**config.mk**
```make
export PLATFORM = sky130hd
export DESIGN_NAME = uart_rx
export DESIGN_NICKNAME = d
export VERILOG_FILES = /design/src/rtl/uart_rx.sv
export SDC_FILE = /design/constraint.sdc
export NUM_CORES = 1
export LEC_CHECK = 0
export CAP_MARGIN = 15
export CORE_ASPECT_RATIO = 1.1
export CORE_MARGIN = 1.5
export CORE_UTILIZATION = 30
export CTS_BUF_LIST = sky130_fd_sc_hd__clkbuf_4
export DETAILED_ROUTE_END_ITERATION = 7
export DONT_BUFFER_PORTS = 1
export GPL_TIMING_DRIVEN = 0
export PLACE_DENSITY_LB_ADDON = 0.2
export SYNTH_ARGS = -nofsm -noshare
export SYNTH_HDL_FRONTEND = slang
export SYNTH_SLANG_ARGS = --single-unit
```
**constraint.sdc**
```tcl
create_clock -name clk -period 1.75 [get_ports clk]
set_clock_uncertainty 0.05 [all_clocks]
set_input_delay 0.2625 -clock clk [delete_from_list [all_inputs] [get_ports clk]]
set_output_delay 0.2625 -clock clk [all_outputs]
set_load 0.005 [all_outputs]
```
**src/rtl/uart_rx.sv**
```systemverilog
// uart_rx: receiver for 10-bit UART frames (start 0, 8 data bits LSB first,
// stop 1) arriving from an RS485 transceiver. The line is oversampled at
// CLKS_PER_BIT system clocks per bit, and every decision is made on a single
// mid-bit sample of the synchronised line. A good frame updates dout and
// pulses rdy for one cycle. A low stop bit pulses ferr once, and the receiver
// then waits out the break until the line returns high.
module uart_rx #(
   parameter int CLKS_PER_BIT = 16
) (
   input  logic       clk,
   input  logic       rst_n,
   input  logic       rs485_rx,
   output logic [7:0] dout,
   output logic       rdy,
   output logic       ferr,
   output logic       busy,
   output logic [2:0] dbg_state
);

   localparam int CW = $clog2(CLKS_PER_BIT);
   localparam logic [CW-1:0] HALF_M1 = CW'(CLKS_PER_BIT / 2 - 1);
   localparam logic [CW-1:0] FULL_M1 = CW'(CLKS_PER_BIT - 1);

   typedef enum logic [2:0] {
      S_IDLE  = 3'd0,
      S_START = 3'd1,
      S_DATA  = 3'd2,
      S_STOP  = 3'd3,
      S_BREAK = 3'd4
   } state_t;

   // There is no valid/ready handshake on the output side. rdy is a
   // one-cycle strobe that qualifies dout. The consumer has to take dout in
   // that cycle or read it later, before the next good frame overwrites it.

   state_t        state_q, state_d;
   logic          rx_meta_q, rx_meta_d;
   logic          rx_s_q, rx_s_d;
   logic [CW-1:0] clk_cnt_q, clk_cnt_d;
   logic [2:0]    bit_cnt_q, bit_cnt_d;
   logic [7:0]    shift_q, shift_d;
   logic [7:0]    dout_q, dout_d;
   logic          rdy_q, rdy_d;
   logic          ferr_q, ferr_d;

   logic          cnt_half;
   logic          cnt_full;

   assign cnt_half = (clk_cnt_q == HALF_M1);
   assign cnt_full = (clk_cnt_q == FULL_M1);

   // State register and all datapath flops. The synchroniser resets to idle-high.
   always_ff @(posedge clk or negedge rst_n) begin
      if (!rst_n) begin
         state_q   <= S_IDLE;
         rx_meta_q <= 1'b1;
         rx_s_q    <= 1'b1;
         clk_cnt_q <= '0;
         bit_cnt_q <= '0;
         shift_q   <= '0;
         dout_q    <= '0;
         rdy_q     <= 1'b0;
         ferr_q    <= 1'b0;
      end else begin
         state_q   <= state_d;
         rx_meta_q <= rx_meta_d;
         rx_s_q    <= rx_s_d;
         clk_cnt_q <= clk_cnt_d;
         bit_cnt_q <= bit_cnt_d;
         shift_q   <= shift_d;
         dout_q    <= dout_d;
         rdy_q     <= rdy_d;
         ferr_q    <= ferr_d;
      end
   end

   // Next-state logic. A single mid-bit sample decides each transition.
   always_comb begin
      state_d = state_q;
      case (state_q)
         S_IDLE:  if (!rx_s_q) state_d = S_START;
         S_START: if (cnt_half) state_d = rx_s_q ? S_IDLE : S_DATA;
         S_DATA:  if (cnt_full && (bit_cnt_q == 3'd7)) state_d = S_STOP;
         S_STOP:  if (cnt_full) state_d = rx_s_q ? S_IDLE : S_BREAK;
         S_BREAK: if (rx_s_q) state_d = S_IDLE;
         default: state_d = S_IDLE;
      endcase
   end

   // Datapath: the synchroniser, the bit-timing counters, the shift register and the result flops.
   always_comb begin
      rx_meta_d = rs485_rx;
      rx_s_d    = rx_meta_q;
      clk_cnt_d = clk_cnt_q + CW'(1);
      bit_cnt_d = bit_cnt_q;
      shift_d   = shift_q;
      dout_d    = dout_q;
      rdy_d     = 1'b0;
      ferr_d    = 1'b0;
      case (state_q)
         S_IDLE: begin
            clk_cnt_d = '0;
            bit_cnt_d = '0;
         end
         S_START: begin
            if (cnt_half) clk_cnt_d = '0;
         end
         S_DATA: begin
            if (cnt_full) begin
               clk_cnt_d = '0;
               // Shift right with the new bit entering at the MSB. After eight
               // samples, the first bit received sits in bit 0.
               shift_d   = {rx_s_q, shift_q[7:1]};
               // The counter wraps from 7 back to 0 as the FSM enters STOP.
               bit_cnt_d = bit_cnt_q + 3'd1;
            end
         end
         S_STOP: begin
            if (cnt_full) begin
               clk_cnt_d = '0;
               if (rx_s_q) begin
                  dout_d = shift_q;
                  rdy_d  = 1'b1;
               end else begin
                  ferr_d = 1'b1;
               end
            end
         end
         S_BREAK: begin
            clk_cnt_d = '0;
         end
         default: begin
            clk_cnt_d = '0;
         end
      endcase
   end

   // Output decode. busy is high in every state except IDLE.
   always_comb begin
      busy      = (state_q != S_IDLE);
      dout      = dout_q;
      rdy       = rdy_q;
      ferr      = ferr_q;
      dbg_state = state_q;
   end

endmodule

```
==> flow_summary.yaml <==
routing:
  drtIter0Drc: 21
  vias_per_cell: 4.89
  drt_pass1_iterations: 4
  vias: 782
  drc: 0
  drt-total-wl_mm: 2.34
  routedWlPerCell_um: 14.6
  final_antenna_net_count: 0
yosys:
  synth_edf_count: 0
  synth.most_common_cell: "dfrtp_1"
  synthTopCellsByCount: "dfrtp_1 (28), mux2_2 (16), nand3_1 (7)"
  syn-num-nets: 102
  synth_top_area_share_pct: 55.0
  synth.distinct_cells: 30
  netlist_area_um2: 1270
  ys.warnings.count: 0
  ys_seq_area_share_pct: 59.1
  synth-main-ff-cell: "dfrtp_1"
  yosys-top-cells-area: "dfrtp_1 (55%), mux2_2 (14%), dfstp_2 (4.1%)"
  synth.ff_latch_count: 30
  synthArstFlopShare_pct: 100
  yosys.area.top_type: "dfrtp_1"
  synthCells: 96
  syn_avg_cell_area_um2: 13.3
global_routing:
  first_global_vias: 888
  antenna_found_initial: 0
  grt_start_max_net_pins: 31
  grt-ovfl-total: 0
  grt_util_all_layers_pct: 11.7
  grt_first_pass_wirelength_mm: 4.04
floorplanning:
  die_area_um2: 4650
  coreArea_um2: 4020
  die_w_um: 65.2
  start_util_pct: 31.7
  io_pins: 17
  die_y_um: 71.4
  rows: 24
clock_network:
  root_buffer: "clkbuf_4"
  htree_levels: 2
  cts-buffers-inserted: 5
  cts_buffer_depth: 2
  path_clk_slew_ps: 90
  cts_tree: "yes"
  insertion_delay_ps: 320
  clock-sinks: 30
worst_setup_path:
  rrSetupSlack_ps: 110
  worstSetupStartpointType: "flip-flop"
  crit_path_max_fanout: 10
  reg2reg_to: "dout[6]$_DFFE_PN0P_"
  critical_path_class: "flip-flop to output pin"
  required_ps: 1440
  ff2ff_path_depth: 4
  endpoint_kind: "output pin"
  r2r-start: "rx_s_q$_DFF_PN1_"
  critical_path_arrival_ps: 1330
sta:
  layout_min_cycle_time_ps: 1640
  fmax_mhz: 609
  relSlewSlack_pct: 74.3
  setup-tns-final_ps: 0
  finalSetupViolCount: 0
  setup_slack_ps: 107
  rsz0062_at_grt: "no"
  finalCritPeriodShare_pct: 93.9
  worst_pin_slew_ps: 376
  maxSlewViolCount: 0
  hold_violations: 0
worst_hold_path:
  hp-class: "flip-flop to flip-flop"
  holdCritStartpoint: "rx_meta_q$_DFF_PN1_"
  worst_hold_path.endpoint: "rx_s_q$_DFF_PN1_"
  whs_path_depth: 0
placement:
  dp.cells: 148
  dp_hpwl_mm: 1.52
  io_buffer_count: 0
  placed_cell_area_um2: 1340
  pre_cts_ws_ps: -271
  routabilityCongestion: 0.723
power:
  p_per_area_nw_per_um2: 1190
  ir_drop_mv: 0.518
  power_mw: 1.73
  p_leak_nw: 0.660
finish:
  nNetsFinal: 113
  area_growth_pct: 14.2
  fin_cells: 160
  fin_area_um2: 1460
  drive_gt1_share_pct: 32.4
  antenna_cells: 0
run_status:
  status: "completed"
flow_run:
  maxCapViolations: 0
==> critical path, cell delays in order (launching register included) <==
cell and delay (ps):
dfrtp_1 430, buf_2 190, or3_4 390
==> final cells by class <==
cell class,count,area [um2]
Buffer,5,22.5
Clock buffer,5,37.5
Clock inverter,3,11.3
Fill cell,416,2570
Inverter,3,11.3
Multi-Input combinational cell,57,500
Sequential cell,30,753
Tap cell,52,65.1
Timing Repair Buffer,5,55.1
==> sequential cells by signal (all words and copies together) (netlist names) <==
signal / count
dout: 8
shift_q: 8
clk_cnt_q: 4
bit_cnt_q: 3
dbg_state: 3
ferr: 1
rdy: 1
rx_meta_q: 1
rx_s_q: 1
==> worst max-delay path by stage <==
stage	start	end	slack, ps	depth (start not counted)
finish	dbg_state[0]$_DFFE_PN0P_	busy	110	2
global route	dbg_state[1]$_DFFE_PN0P_	dout[7]$_DFFE_PN0P_	8	5
CTS	dbg_state[0]$_DFFE_PN0P_	busy	8	2
detailed placement	clk_cnt_q[0]$_DFF_PN0_	dout[1]$_DFFE_PN0P_	-270	4
global placement	clk_cnt_q[0]$_DFF_PN0_	dout[6]$_DFFE_PN0P_	-260	4
floorplan	clk_cnt_q[0]$_DFF_PN0_	dout[0]$_DFFE_PN0P_	20	4
==> kinds of logic (layout without fill, tap and decap cells) <==
kind of cell / count (synthesis) / count (layout) / share of synthesized area (%)
DFF: 30 / 30 / 59.1
and+or+nand+nor: 24 / 24 / 12.9
muxes: 16 / 16 / 14.1
AOI/OAI and AO/OA: 11 / 11 / 6.08
buffers and inverters: 9 / 21 / 2.84
adders and majority gates: 3 / 3 / 2.94
xor gates and xnor gates: 3 / 3 / 2.06
==> per-stage QoR <==
stage / hold slack (ps) / utilization, %
2_1_floorplan: -83.1 / -
3_3_place_gp: -81.8 / 33.3
3_5_place_dp: -81.7 / 33.3
4_1_cts: 310 / 36.0
5_1_grt: 312 / 36.2
6_report: 308 / 36.2
==> power breakdown <==
group	total, mW	leakage, nW	switching (mW)	internal (mW)
clock network	0.372	0.0277	0.229	0.143
registers	0.870	0.396	0.0780	0.792
logic	0.493	0.236	0.288	0.205
total	1.73	0.660	0.595	1.14
==> metal layers <==
layer / global-route usage, % / up-vias / wire (um)
li1: - / 371 / -
met2: 18.6 / 21 / 1100
met1: 13.1 / 385 / 1030
met5: 0 / - / 0
met4: 6.25 / 0 / 56
met3: 5.49 / 5 / 152
==> placed cells by master, fill, tap and decap left out, types with 2 or more instances in the layout <==
cell type	instances
dfrtp_1	28
nand2_1	2
clkbuf_1	2
nor2_1	3
dlygate4sd3_1	2
ha_1	2
clkinv_1	3
clkbuf_4	5
o21ai_0	3
buf_2	2
mux2_2	16
nand4_1	2
nand3_1	7
nand3_4	2
buf_4	2
a21oi_1	2
inv_1	3
xnor2_1	2
a2111oi_0	2
dfstp_2	2
==> what timing repair did <==
item / CTS / global route
hold buffers: 3 / 0
setup buffers: 2 / 0
hold endpoints to repair: 31 / 0
pin swaps: 1 / 0
setup endpoints to repair: 18 / 18
gates resized for setup: 1 / 5
Power figures use the tool's default switching activity.
